===== src/rtl/priv_trap_controller_if.sv =====
// Trap-controller bus: trap/interrupt requests in, redirect and CSR state out.
// The master drives the requests and the slave (the controller) drives the redirect and CSR outputs.
interface priv_trap_controller_if #(
    parameter int NUM_INT = 16,
    parameter int NUM_EXC = 16,
    parameter int XLEN    = 32
);
    logic [NUM_INT-1:0] int_src;
    logic [NUM_INT-1:0] int_clear;
    logic [NUM_INT-1:0] int_mask;
    logic [NUM_EXC-1:0] exc_src;
    logic [XLEN-1:0]    epc;
    logic [XLEN-1:0]    tval;
    logic [XLEN-1:0]    mtvec;
    logic               pipe_clear;
    logic               mret;

    logic               insert_pc;
    logic [XLEN-1:0]    priv_pc;
    logic [NUM_INT-1:0] pending;
    logic [XLEN-1:0]    mcause;
    logic [XLEN-1:0]    mepc;
    logic [XLEN-1:0]    mtval;
    logic               mstatus_mie;
    logic               mstatus_mpie;
    logic               busy;

    modport master (
        output int_src, int_clear, int_mask, exc_src, epc, tval, mtvec, pipe_clear, mret,
        input  insert_pc, priv_pc, pending, mcause, mepc, mtval, mstatus_mie, mstatus_mpie, busy
    );

    modport slave (
        input  int_src, int_clear, int_mask, exc_src, epc, tval, mtvec, pipe_clear, mret,
        output insert_pc, priv_pc, pending, mcause, mepc, mtval, mstatus_mie, mstatus_mpie, busy
    );
endinterface


===== src/rtl/priv_trap_controller.sv =====
// Machine-mode trap controller: captures exceptions/interrupts, then redirects the PC once the pipe drains.
// Redirect appears >=2 cycles after a request; the block waits in WAIT for pipe_clear as its only backpressure.
module priv_trap_controller #(
    parameter int NUM_INT = 16,
    parameter int NUM_EXC = 16,
    parameter int XLEN    = 32
) (
    input logic                 clk,
    input logic                 rst,
    priv_trap_controller_if.slave bus
);
    localparam int CW = 5;

    localparam logic [1:0] S_IDLE = 2'd0;
    localparam logic [1:0] S_WAIT = 2'd1;
    localparam logic [1:0] S_TRAP = 2'd2;
    localparam logic [1:0] S_RET  = 2'd3;

    logic [1:0]         state;
    logic [NUM_INT-1:0] pending_q;
    logic [XLEN-1:0]    mcause_q;
    logic [XLEN-1:0]    mepc_q;
    logic [XLEN-1:0]    mtval_q;
    logic               mie_q;
    logic               mpie_q;

    logic               exc_hit;
    logic [CW-1:0]      exc_code;
    logic [NUM_INT-1:0] int_elig;
    logic               int_hit;
    logic [CW-1:0]      int_code;
    logic               lat_en;
    logic [XLEN-1:0]    trap_base;
    logic [XLEN-1:0]    trap_target;

    function automatic logic [XLEN-1:0] cause_word(input logic intr, input logic [CW-1:0] code);
        logic [XLEN-1:0] w;
        w           = '0;
        w[CW-1:0]   = code;
        w[XLEN-1]   = intr;
        return w;
    endfunction

    // Exceptions: lowest index wins. Interrupts: highest eligible index wins.
    always_comb begin
        exc_hit  = |bus.exc_src;
        exc_code = '0;
        for (int i = NUM_EXC - 1; i >= 0; i--) begin
            if (bus.exc_src[i]) exc_code = CW'(i);
        end
        int_elig = pending_q & bus.int_mask;
        int_hit  = mie_q && (|int_elig);
        int_code = '0;
        for (int i = 0; i < NUM_INT; i++) begin
            if (int_elig[i]) int_code = CW'(i);
        end
    end

    // A latched interrupt stays valid only while its own source is still pending and enabled.
    assign lat_en = |(int_elig & (NUM_INT'(1) << mcause_q[CW-1:0]));

    assign trap_base   = {bus.mtvec[XLEN-1:2], 2'b00};
    assign trap_target = (bus.mtvec[1:0] == 2'b01 && mcause_q[XLEN-1])
                       ? trap_base + {mcause_q[XLEN-3:0], 2'b00}
                       : trap_base;

    always_ff @(posedge clk) begin
        if (rst) begin
            state     <= S_IDLE;
            pending_q <= '0;
            mcause_q  <= '0;
            mepc_q    <= '0;
            mtval_q   <= '0;
            mie_q     <= 1'b0;
            mpie_q    <= 1'b0;
        end else begin
            pending_q <= (pending_q & ~bus.int_clear) | bus.int_src;
            case (state)
                S_IDLE: begin
                    if (exc_hit) begin
                        mcause_q <= cause_word(1'b0, exc_code);
                        mepc_q   <= bus.epc;
                        mtval_q  <= bus.tval;
                        state    <= S_WAIT;
                    end else if (int_hit) begin
                        mcause_q <= cause_word(1'b1, int_code);
                        mepc_q   <= bus.epc;
                        mtval_q  <= '0;
                        state    <= S_WAIT;
                    end else if (bus.mret && bus.pipe_clear) begin
                        state    <= S_RET;
                    end
                end
                S_WAIT: begin
                    if (exc_hit) begin
                        mcause_q <= cause_word(1'b0, exc_code);
                        mepc_q   <= bus.epc;
                        mtval_q  <= bus.tval;
                        if (bus.pipe_clear) state <= S_TRAP;
                    end else if (mcause_q[XLEN-1] && (!mie_q || !lat_en)) begin
                        state <= S_IDLE;
                    end else if (bus.pipe_clear) begin
                        state <= S_TRAP;
                    end
                end
                S_TRAP: begin
                    mpie_q <= mie_q;
                    mie_q  <= 1'b0;
                    state  <= S_IDLE;
                end
                S_RET: begin
                    mie_q  <= mpie_q;
                    mpie_q <= 1'b1;
                    state  <= S_IDLE;
                end
                default: state <= S_IDLE;
            endcase
        end
    end

    assign bus.insert_pc    = (state == S_TRAP) || (state == S_RET);
    assign bus.priv_pc      = (state == S_TRAP) ? trap_target :
                              (state == S_RET)  ? mepc_q      : '0;
    assign bus.pending      = pending_q;
    assign bus.mcause       = mcause_q;
    assign bus.mepc         = mepc_q;
    assign bus.mtval        = mtval_q;
    assign bus.mstatus_mie  = mie_q;
    assign bus.mstatus_mpie = mpie_q;
    assign bus.busy         = (state != S_IDLE);
endmodule


===== src/flat_wrapper.sv =====
// flat-port wrapper written by rule: the top's interface ports become plain ports
module priv_trap_controller_flat 
#(
    parameter int NUM_INT = 16,
    parameter int NUM_EXC = 16,
    parameter int XLEN    = 32
)
  (clk, rst, bus_int_src, bus_int_clear, bus_int_mask, bus_exc_src, bus_epc, bus_tval, bus_mtvec, bus_pipe_clear, bus_mret, bus_insert_pc, bus_priv_pc, bus_pending, bus_mcause, bus_mepc, bus_mtval, bus_mstatus_mie, bus_mstatus_mpie, bus_busy);
  priv_trap_controller_if #(.NUM_INT(NUM_INT), .NUM_EXC(NUM_EXC), .XLEN(XLEN)) bus_i ();
  input logic clk;
  input logic rst;
  input wire logic [$bits(bus_i.int_src)-1:0] bus_int_src;
  input wire logic [$bits(bus_i.int_clear)-1:0] bus_int_clear;
  input wire logic [$bits(bus_i.int_mask)-1:0] bus_int_mask;
  input wire logic [$bits(bus_i.exc_src)-1:0] bus_exc_src;
  input wire logic [$bits(bus_i.epc)-1:0] bus_epc;
  input wire logic [$bits(bus_i.tval)-1:0] bus_tval;
  input wire logic [$bits(bus_i.mtvec)-1:0] bus_mtvec;
  input wire logic [$bits(bus_i.pipe_clear)-1:0] bus_pipe_clear;
  input wire logic [$bits(bus_i.mret)-1:0] bus_mret;
  output wire logic [$bits(bus_i.insert_pc)-1:0] bus_insert_pc;
  output wire logic [$bits(bus_i.priv_pc)-1:0] bus_priv_pc;
  output wire logic [$bits(bus_i.pending)-1:0] bus_pending;
  output wire logic [$bits(bus_i.mcause)-1:0] bus_mcause;
  output wire logic [$bits(bus_i.mepc)-1:0] bus_mepc;
  output wire logic [$bits(bus_i.mtval)-1:0] bus_mtval;
  output wire logic [$bits(bus_i.mstatus_mie)-1:0] bus_mstatus_mie;
  output wire logic [$bits(bus_i.mstatus_mpie)-1:0] bus_mstatus_mpie;
  output wire logic [$bits(bus_i.busy)-1:0] bus_busy;
  assign bus_i.int_src = bus_int_src;
  assign bus_i.int_clear = bus_int_clear;
  assign bus_i.int_mask = bus_int_mask;
  assign bus_i.exc_src = bus_exc_src;
  assign bus_i.epc = bus_epc;
  assign bus_i.tval = bus_tval;
  assign bus_i.mtvec = bus_mtvec;
  assign bus_i.pipe_clear = bus_pipe_clear;
  assign bus_i.mret = bus_mret;
  assign bus_insert_pc = bus_i.insert_pc;
  assign bus_priv_pc = bus_i.priv_pc;
  assign bus_pending = bus_i.pending;
  assign bus_mcause = bus_i.mcause;
  assign bus_mepc = bus_i.mepc;
  assign bus_mtval = bus_i.mtval;
  assign bus_mstatus_mie = bus_i.mstatus_mie;
  assign bus_mstatus_mpie = bus_i.mstatus_mpie;
  assign bus_busy = bus_i.busy;
  priv_trap_controller #(.NUM_INT(NUM_INT), .NUM_EXC(NUM_EXC), .XLEN(XLEN)) u_core (.clk(clk), .rst(rst), .bus(bus_i));
endmodule

===== config.mk =====
export PLATFORM = sky130hd
export DESIGN_NAME = priv_trap_controller_flat
export DESIGN_NICKNAME = d
export VERILOG_FILES = /design/src/rtl/priv_trap_controller_if.sv /design/src/rtl/priv_trap_controller.sv /design/src/flat_wrapper.sv
export SDC_FILE = /design/constraint.sdc
export NUM_CORES = 1
export LEC_CHECK = 0
export ABC_AREA = 1
export BUFFER_PORTS_ARGS = -buffer_cell sky130_fd_sc_hd__buf_2
export CORE_MARGIN = 8
export CORE_UTILIZATION = 44
export DETAILED_ROUTE_END_ITERATION = 10
export HOLD_SLACK_MARGIN = 0.05
export PLACE_DENSITY = 0.82
export SYNTH_ARGS = -nofsm -noshare
export SYNTH_HDL_FRONTEND = slang
export SYNTH_SLANG_ARGS = --single-unit

===== constraint.sdc =====
create_clock -name clk -period 3.3 [get_ports clk]
set_input_delay 0.66 -clock clk [delete_from_list [all_inputs] [get_ports clk]]
set_output_delay 0.66 -clock clk [all_outputs]
set_load 0.005 [all_outputs]

[After elaboration in Yosys (flattened, before gate mapping)]
Cells that the tools add are included.
Word-level totals
  register bits: 116
  output and inout bits: 148
  logic and storage cells: 93
Operators by class
  add/subtract/negate cells: 1
  eq/ne operators: 7
  shift operators: 1
  muxes and demuxes: 55
  bitwise gates (word level): 5
  reduce and logical (&&, ||, !) cells: 17
Operators with widths (count)
  32-bit two-way mux: 12
  32-bit one-hot mux with 2 select lines: 3
  4-bit two-way mux: 24
  16-bit bitwise AND: 3
  16-bit OR reduction: 3
  32-bit adder: 1
  2-bit two-way mux: 8
  16-bit inverter: 1
  16-bit OR: 1
  1-bit by 5-bit left shift with 16-bit output, first input constant: 1
  3-bit two-way mux: 4
  2-bit one-hot mux with 3 select lines: 1
  2-bit nonzero test: 3
  2-bit by 1-bit equality test with 1-bit output, second input constant: 2
  2-bit equality test, second input constant: 2
  1-bit logical AND: 4
  4-bit by 1-bit != test with 1-bit output, second input constant: 1
  1-bit one-hot mux with 2 select lines: 2
  3-bit by 1-bit != test with 1-bit output, second input constant: 1
  3-bit AND reduction: 1
  1-bit zero test: 2
  2-bit zero test: 1
  1-bit logical OR: 2
  2-bit by 1-bit != test with 1-bit output, second input constant: 1
  2 further kinds: 2

[Depth between registers and ports, before layout]
Gate-level depths: netlist of run 1.
  depth in word-level cells: 19
  depth in mapped cells: 17
  mapped depth without buffers: 17

[Worst setup path after synthesis of run 1]
OpenSTA, ideal clock, no wires.
  path kind: input to output
  start point: input bus_mtvec[2]
  end point: output bus_priv_pc[28]
  data arrival time: 2.211 ns
  data required time: 2.640 ns
  path slack: 0.429 ns
  stages: 12
  path buffers: 0
  cell sequence: ha_1 inv_1 fa_1 o21ai_1 nand2_1 inv_2 nand3_1 nor3_2 nand2_1 o21ai_1 nand2_1 o21ai_1
On the way
  cells in the longest elaborated chain, start to end: 3
Ends and longest elaborated chain
  from (decl): RTL line flat_wrapper.sv:18  | input wire logic [$bits(bus_i.mtvec)-1:0] bus_mtvec;
  32-bit adder: RTL line priv_trap_controller.sv:64  | ? trap_base + {mcause_q[XLEN-3:0], 2'b00}
  32-bit two-way mux: RTL line priv_trap_controller.sv:64
  32-bit two-way mux: RTL line priv_trap_controller.sv:122  | assign bus.priv_pc = (state == S_TRAP) ? trap_target :
  to (decl): RTL line flat_wrapper.sv:22  | output wire logic [$bits(bus_i.priv_pc)-1:0] bus_priv_pc;
Every way passes these cells.

[Worst setup path after layout of run 1]
  start point: input bus_mtvec[2]
  end point: output bus_priv_pc[30]
Same word-level chain as after synthesis.

==> impl_metrics.ini, run 1 <==
[status]
status = finished, violations left
violations = negative setup slack

[routing]
ant_nets = 0
wirelength_um = 18600
route.met2.wl_um = 9500
vias = 6072
drc = 0
top_layer = met4
wl_met1_um = 6870
vias_per_cell = 4.95
post_drt_wl_per_cell_um = 15.2
dr.pass1.iters = 5
drt_iter0_markers = 468
met3_length_um = 2070

[global_route]
grt_max_degree = 52
grt_overflow_total = 0
track_usage = 0.229
grt_pass1_vias = 5821
grt_pass1_wl_um = 27700
antenna_found_initial = 0

[clock_tree]
clock-sinks = 89
cts_tree = done
cts_root_buf = clkbuf_16
numCtsBuffers = 9
h-tree-depth = 3
clk_latency_ps = 350
clk_pin_slew_ps = 70
cts_max_path_buffers = 2

[floorplan]
core_um2 = 11400
core.rowCount = 39
die_w_um = 124
ioPinCount = 312
initial_core_util = 0.448
die_area_um2 = 15300
die_h_um = 124

[synth]
ys_ff_latch = 89
synthArstFlopShare = 0
synth-seq-area-share = 0.350
synth-edff-count = 0
synth_ff_type = dfxtp_1
netlist_area_um2 = 5090
synth_cells = 796
syn_area_per_cell_um2 = 6.40
synth_warnings = 0
yosys.cell_types.count = 39

[timing]
finalMaxSlewViolations = 0
max_freq_ghz = 0.302
period_share = 1.00
tightestPinTransition_ps = 753
setup_slack_ps = -15.3
relSlewSlack = 0.497
rsz0062_at_grt = yes
fin_skew_ps = 8.21
hold_viol = 0
setup_viol = 2
fin_crit_ps = 3320

[placed_design]
io_buffers = 284
gp_congestion = 0.976
dpl-instance-area_um2 = 6540
place_hpwl_um = 14800

[worst_setup_path]
critPathCaptureType = output pin
cp_slowest_cell = fa_2
critPathMaxStageDelay_ps = 370
critPathLaunchType = input port
crit_fanout = 4
path_class = in -> out
worstPathCellList = buf_8 > ha_4 > inv_4 > fa_2 > o21ai_2 > buf_4 > nand4_1 > or2_4 > nor2_4 > nand3_2 > a21oi_2 > o21ai_1 > nand2_1 > buf_2
crit_required_ps = 2640
cp_data_arrival_time_ps = 2660

[finish]
nets = 1248
diodes = 0
fin_util = 0.614
layout-drive-gt1-share = 0.330
synthToLayoutAreaGrowth_pct = 37.2
fin_area_um2 = 6980

[pwr]
peakVddDrop_uv = 422
pwr_density_cell_nw_per_um2 = 382
p_leak_nw = 3.76

[hold_path]
min_path_type = reg -> reg

[job]
maxCapViolations = 0
worst paths after layout:
kind | start | end | slack (ps) | cells past startpoint
hold / removal | u_core.bus.mtval[26] | u_core.bus.mtval[26] | 460 | 2
hold reg to reg | u_core.bus.mtval[26] | u_core.bus.mtval[26] | 460 | 2
setup / recovery | bus_mtvec[2] | bus_priv_pc[30] | -20 | 14
setup reg to reg | u_core.bus.pending[10] | u_core.bus.mepc[1] | 1220 | 12
cells in the final DEF, fill, tap and decap left out, types with 2 or more instances in the layout:
| master | Yosys | layout |
|---|---|---|
| o21ai_0 | 35 | 33 |
| nand3_2 | 2 | 7 |
| conb_1 | 1 | 27 |
| inv_6 | 0 | 3 |
| o22ai_1 | 6 | 6 |
| nor2_2 | 5 | 4 |
| dfxtp_1 | 89 | 87 |
| nand2_2 | 3 | 4 |
| buf_2 | 2 | 283 |
| ha_4 | 0 | 3 |
| nor2_4 | 3 | 5 |
| clkbuf_16 | 0 | 9 |
| nand2_1 | 200 | 197 |
| o21ai_1 | 32 | 33 |
| nor2_1 | 124 | 123 |
| clkinv_2 | 1 | 3 |
| inv_2 | 2 | 2 |
| inv_1 | 85 | 84 |
| nand4_1 | 5 | 5 |
| inv_8 | 0 | 2 |
| nand3_1 | 30 | 25 |
| buf_4 | 31 | 16 |
| nand2_4 | 0 | 2 |
| nor3_1 | 10 | 10 |
| inv_4 | 1 | 2 |
| nor4_1 | 2 | 2 |
| dfxtp_2 | 0 | 2 |
| a31oi_1 | 5 | 5 |
| buf_12 | 0 | 2 |
| o21bai_1 | 3 | 3 |
| a21oi_1 | 72 | 71 |
| a32o_1 | 7 | 7 |
critical path: cells and delay by family:
family | cells | cell delay, ps
AO/OA/AOI/OAI | 3 | 420
adder cells (fa/ha/maj) | 2 | 510
buffers and inverters | 4 | 350
AND/OR/NAND/NOR | 5 | 720
cells in the mapped netlist, types with 3 or more instances:
| cell type | number | area, um^2 |
|---|---|---|
| nand2_1 | 200 | 751 |
| nor2_1 | 124 | 465 |
| dfxtp_1 | 89 | 1780 |
| inv_1 | 85 | 319 |
| a21oi_1 | 72 | 360 |
| o21ai_0 | 35 | 175 |
| o21ai_1 | 32 | 160 |
| buf_4 | 31 | 233 |
| nand3_1 | 30 | 150 |
| clkbuf_1 | 17 | 63.8 |
| nor3_1 | 10 | 50.1 |
| a32o_1 | 7 | 70.1 |
| buf_6 | 7 | 78.8 |
| o22ai_1 | 6 | 37.5 |
| a31oi_1 | 5 | 31.3 |
| nand4_1 | 5 | 31.3 |
| nor2_2 | 5 | 31.3 |
| ha_1 | 4 | 50.1 |
| nand2_2 | 3 | 18.8 |
| nor2_4 | 3 | 33.8 |
| o21bai_1 | 3 | 22.5 |
power breakdown:
group / switching [mW] / internal (mW)
clock: 0.467 / 0.527
combinational: 0.267 / 0.218
sequential: 0.0482 / 1.14
stage by stage:
stage / total power [mW] / worst slack [ps] / TNS [ps] / hold slack (ps) / cells
after floorplan: 1.46 / 429 / 0 / 455 / 822
after CTS: 2.70 / -1.96 / -1.96 / 463 / 1224
after detailed placement: 1.69 / -117 / -530 / 452 / 1207
final: 2.67 / -15.3 / -29.4 / 460 / 1227
after global routing: 2.82 / -156 / -640 / 478 / 1227
after global placement: 1.68 / -70.5 / -286 / 445 / 1207
state kept, by name, summed over array words and instances, names as in the netlist:
signal,cells
u_core.bus.mepc,32
u_core.bus.pending,16
u_core.bus.mcause,5
u_core.state,2
u_core.bus.mstatus_mie,1
u_core.bus.mtval,32
u_core.bus.mstatus_mpie,1
final cells by class:
class / instances / area [um^2]
timing repair buffer: 303 / 1600
tap: 143 / 179
clock inverter: 7 / 58.8
fill: 1079 / 4390
sequential: 89 / 1780
clock buffer: 9 / 225
inverter: 89 / 340
multi-input combinational: 587 / 2790
kinds of logic (layout without fill, tap and decap cells):
group | count (synthesis) | in the layout | synth area share
flops | 89 | 89 | 0.350
simple gates | 389 | 389 | 0.315
compound gates | 165 | 165 | 0.176
fa+ha+maj | 5 | 5 | 0.0138
buf+inv | 146 | 408 | 0.142
other cells | 1 | 27 | 0.000737
xor+xnor | 1 | 1 | 0.00172
metal layers:
layer,vias to the layer above,GRT usage
met5,-,0
met4,0,0.0512
met3,19,0.0758
met2,288,0.418
met1,2696,0.250
li1,3069,-
timing repair:
action / CTS / global route
buffers inserted: 1 / 3
hold buffers: 0 / 0
resized for setup: 3 / 28
setup endpoints to repair: 9 / 15
pin swaps: 2 / 16
No activity file was read; power rests on OpenSTA's default activity.
==> run 2: changes to the inputs <==
- CORE_AREA: not set -> 2 2 121 123
- CORE_MARGIN: 8 -> not set
- CORE_UTILIZATION: 44 -> not set
- DIE_AREA: not set -> 0 0 123 125
- PLACE_DENSITY: 0.82 -> 0.69
==> impl_metrics.ini, run 2 (same netlist as run 1, synthesis figures left out) <==
[floorplan]
die_area_um2 = 15400
initial_core_util = 0.358
ioPinCount = 312
die_w_um = 123
core.rowCount = 44
core_um2 = 14200
die_h_um = 125

[timing]
relSlewSlack = 0.547
finalMaxSlewViolations = 0
rsz0062_at_grt = yes
hold_viol = 0
period_share = 0.979
fin_skew_ps = 9.76
hold_ws_ps = 459
max_freq_ghz = 0.310
setup_viol = 0
tightestPinTransition_ps = 679
fin_crit_ps = 3230

[worst_setup_path]
crit_required_ps = 2640
crit_fanout = 4
critPathLaunchType = input port
path_class = in -> out
cp_data_arrival_time_ps = 2570
critPathCaptureType = output pin

[clock_tree]
cts_max_path_buffers = 2
clk_pin_slew_ps = 80
h-tree-depth = 3
cts_root_buf = clkbuf_16
cts_hold_buf = 0
clk_latency_ps = 350
clock-sinks = 89
numCtsBuffers = 9
cts_tree = done

[routing]
drc = 0
dr.pass1.iters = 4
vias = 5975
vias_per_cell = 4.71
ant_nets = 0
drt_iter0_markers = 269
post_drt_wl_per_cell_um = 13.4
wirelength_um = 17000

[hold_path]
min_path_type = reg -> reg

[status]
status = finished clean

[global_route]
grt_pass1_vias = 5633
track_usage = 0.216
grt_max_degree = 52
grt_pass1_wl_um = 26700
antenna_found_initial = 0
grt_overflow_total = 0

[finish]
diodes = 0
layout_commonest_cell = buf_2
layout-drive-gt1-share = 0.336
nets = 1249
synthToLayoutAreaGrowth_pct = 39.1
mostFrequentLayoutCells = 282 x buf_2, 196 x nand2_1, 123 x nor2_1
fin_util = 0.499

[pwr]
p_leak_nw = 3.75
peakVddDrop_uv = 231
pwr_density_cell_nw_per_um2 = 385

[job]
maxCapViolations = 0

[placed_design]
place_hpwl_um = 12900
gp_congestion = 0.920
io_buffers = 284
## run 2: worst max-delay path: stages
cell and delay (ps):
buf_6 80, ha_4 120, inv_2 30, fa_2 340, o21ai_2 160, buf_4 130
nand4_1 130, or2_4 300, nor2_4 130, nand3_2 100, a21oi_2 130, o21ai_1 80
nand2_1 60, buf_2 110
## run 2: final timing paths
check	to	slack (ps)	start	cells after the start
worst max-delay path	bus_priv_pc[30]	70	bus_mtvec[2]	14
worst min register to register	u_core.bus.mtval[16]	460	u_core.bus.mtval[16]	2
worst max register to register	u_core.bus.mepc[0]	1270	u_core.bus.pending[11]	12
worst min-delay path	u_core.bus.mtval[16]	460	u_core.bus.mtval[16]	2
## run 2: area by class of cell
class | count | area [um^2]
flip-flops and latches | 89 | 1790
repair buffers | 304 | 1600
multi-input cells | 587 | 2820
well taps | 184 | 230
inverters | 89 | 338
clock inverters | 7 | 78.8
fillers | 1541 | 7120
clock buffers | 9 | 225
## run 2: power by group
group,leakage (nW),total (mW),internal [mW],switching [mW]
registers,0.742,1.19,1.14,0.0488
logic,2.86,0.479,0.218,0.261
clock network,0.148,1.05,0.539,0.515
## run 2: repair_timing
item                       4_1_cts  5_1_grt
setup endpoints to repair        7       13
gates resized for setup          3       34
pin swaps                        1       24
buffers inserted                 0        3
hold endpoints to repair         0        0
## run 2: layer usage
| metal | part of all wire | GRT usage |
|---|---|---|
| met1 | 0.41 | 0.254 |
| met2 | 0.50 | 0.388 |
| met3 | 0.077 | 0.0479 |
| met4 | 0.015 | 0.0655 |
| met5 | 0 | 0 |
## run 2: stage by stage
| step | setup WS, ps | cell area, um^2 | total power [mW] | cells | setup TNS [ps] |
|---|---|---|---|---|---|
| 2_1_floorplan | 429 | 5190 | 1.46 | 822 | 0 |
| 3_3_place_gp | -53.4 | 6600 | 1.68 | 1250 | -173 |
| 3_5_place_dp | -78.6 | 6600 | 1.68 | 1250 | -252 |
| 4_1_cts | 29.1 | 6920 | 2.75 | 1266 | 0 |
| 5_1_grt | -82.0 | 7080 | 2.87 | 1269 | -291 |
| 6_report | 69.7 | 7080 | 2.72 | 1269 | 0 |
==> run 3: changes to the inputs <==
- CELL_PAD_IN_SITES_DETAIL_PLACEMENT: not set -> 1
- CELL_PAD_IN_SITES_GLOBAL_PLACEMENT: not set -> 2
- CORE_AREA: 2 2 121 123 -> not set
- CORE_UTILIZATION: not set -> 21
- DIE_AREA: 0 0 123 125 -> not set
- PLACE_DENSITY: 0.69 -> not set
- PLACE_DENSITY_LB_ADDON: not set -> 0.1
==> impl_metrics.ini, run 3 (same netlist as run 1, synthesis figures left out) <==
[worst_setup_path]
worstPathCellList = buf_4 > ha_4 > inv_2 > fa_2 > o21ai_4 > nand4_1 > or2_4 > nor2_4 > nand3_2 > a21oi_2 > o21ai_1 > nand2_1 > buf_2
crit_required_ps = 2640
timing.rr.end = u_core.bus.mcause[0]
crit_start = bus_mtvec[2]
critPathCaptureType = output pin
rr_worst_depth = 12
critPathLaunchType = input port
reg2reg_slack_ps = 1260
path_class = in -> out
crit_fanout = 4
timing.rr.start = u_core.bus.pending[15]
cp_data_arrival_time_ps = 2490
critPathCapture = bus_priv_pc[30]
critPathMaxStageDelay_ps = 360
cp_slowest_cell = fa_2

[clock_tree]
cts_max_path_buffers = 2
numCtsBuffers = 9
clk_pin_slew_ps = 90
cts_hold_buf = 0
cts_root_buf = clkbuf_16
h-tree-depth = 3
clk_latency_ps = 360
clock-sinks = 89
cts_tree = done

[floorplan]
die_area_um2 = 24900
die_w_um = 158
initial_core_util = 0.216
ioPinCount = 312
die_h_um = 158
core.rowCount = 56
core_um2 = 23600

[finish]
fillCellCount = 3119
multiInputGateArea_um2 = 2820
synthToLayoutAreaGrowth_pct = 43.4
mostFrequentLayoutCells = 281 x buf_2, 196 x nand2_1, 121 x nor2_1
ff_latch_area_um2 = 1790
layout_commonest_cell = buf_2
fin_util = 0.309
instances_no_fill = 1409
fin_area_um2 = 7300
layout-drive-gt1-share = 0.343
nets = 1254
diodes = 0

[hold_path]
min_path_type = reg -> reg

[global_route]
grt_overflow_total = 0
grt_max_degree = 52
grt_pass1_vias = 6026
grt_pass1_wl_um = 31800
antenna_found_initial = 1
track_usage = 0.166

[timing]
hold_ws_ps = 464
setup_viol = 0
tightestPinTransition_ps = 698
setup_tns_ps = 0
rsz0062_at_grt = yes
relSlewSlack = 0.534
fin_crit_ps = 3150
period_share = 0.955
setup_slack_ps = 148
hold_viol = 0
max_freq_ghz = 0.317
finalMaxSlewViolations = 0
fin_skew_ps = 15.6

[placed_design]
dp_cells = 1384
dp_worst_setup_slack_ps = -145
dpl-instance-area_um2 = 6760
place_hpwl_um = 16600
gp_congestion = 0.779
io_buffers = 284

[pwr]
power_mw = 2.77
peakVddDrop_uv = 249
p_leak_nw = 3.79
pwr_density_cell_nw_per_um2 = 380

[job]
maxCapViolations = 0

[routing]
drt_iter0_markers = 145
dr.pass1.iters = 4
drc = 0
wirelength_um = 21000
post_drt_wl_per_cell_um = 14.9
vias_per_cell = 4.27
ant_nets = 0
vias = 6012

[status]
status = finished clean
-- run 3: changes by cell type in the layout (fill, tap and decap cells not counted), moves of 3 or more --
cell and delta:
buf_4 +7, o21ai_1 +4, a21oi_1 -3, a21oi_2 +3, o21ai_0 -3
-- run 3: timing repair --
item	in CTS	in global routing
buffers inserted	0	9
pin swaps	2	18
gates resized for setup	9	35
setup endpoints to repair	10	15
-- run 3: layout make-up --
type	count	share of cell area
timing repair buffer	309	0.225
tap	319	0.0547
inverter	89	0.0468
sequential	89	0.245
clock inverter	6	0.00926
clock buffer	10	0.0327
multi-input combinational	587	0.387
-- run 3: layer usage --
metal / routed length [um] / part of all wire / GRT usage / vias to the layer above
met4: 221 / 0.011 / 0.0444 / 2
met5: 13 / 0.00062 / 0 / -
met2: 9690 / 0.46 / 0.274 / 185
li1: - / - / - / 3068
met1: 9270 / 0.44 / 0.203 / 2743
met3: 1820 / 0.087 / 0.0610 / 14
-- run 3: how the worst min path moves through the flow --
stage | endpoint | slack [ps] | from | cells after the start
global route | u_core.bus.mtval[10] | 480 | u_core.bus.mtval[10] | 2
floorplan | u_core.bus.mtval[15] | 460 | u_core.bus.mtval[15] | 2
CTS | u_core.bus.mtval[27] | 460 | u_core.bus.mtval[27] | 2
global placement | u_core.bus.mtval[10] | 450 | u_core.bus.mtval[10] | 2
finish | u_core.bus.mtval[1] | 460 | u_core.bus.mtval[1] | 2
detailed placement | u_core.bus.mtval[27] | 450 | u_core.bus.mtval[27] | 2
-- run 3: worst max-delay path: cells and delay by family --
kind / cells / cell delay [ps]
adders and majority gates: 2 / 490
buffers and inverters: 3 / 240
AOI/OAI and AO/OA: 3 / 380
and+or+nand+nor: 5 / 730
-- run 3: power by group --
group          switching (mW)  internal [mW]  leakage, nW  total [mW]
clock network           0.522          0.559        0.152        1.08
registers              0.0500           1.14        0.742        1.19
logic                   0.277          0.223         2.89       0.499
total                   0.848           1.92         3.79        2.77
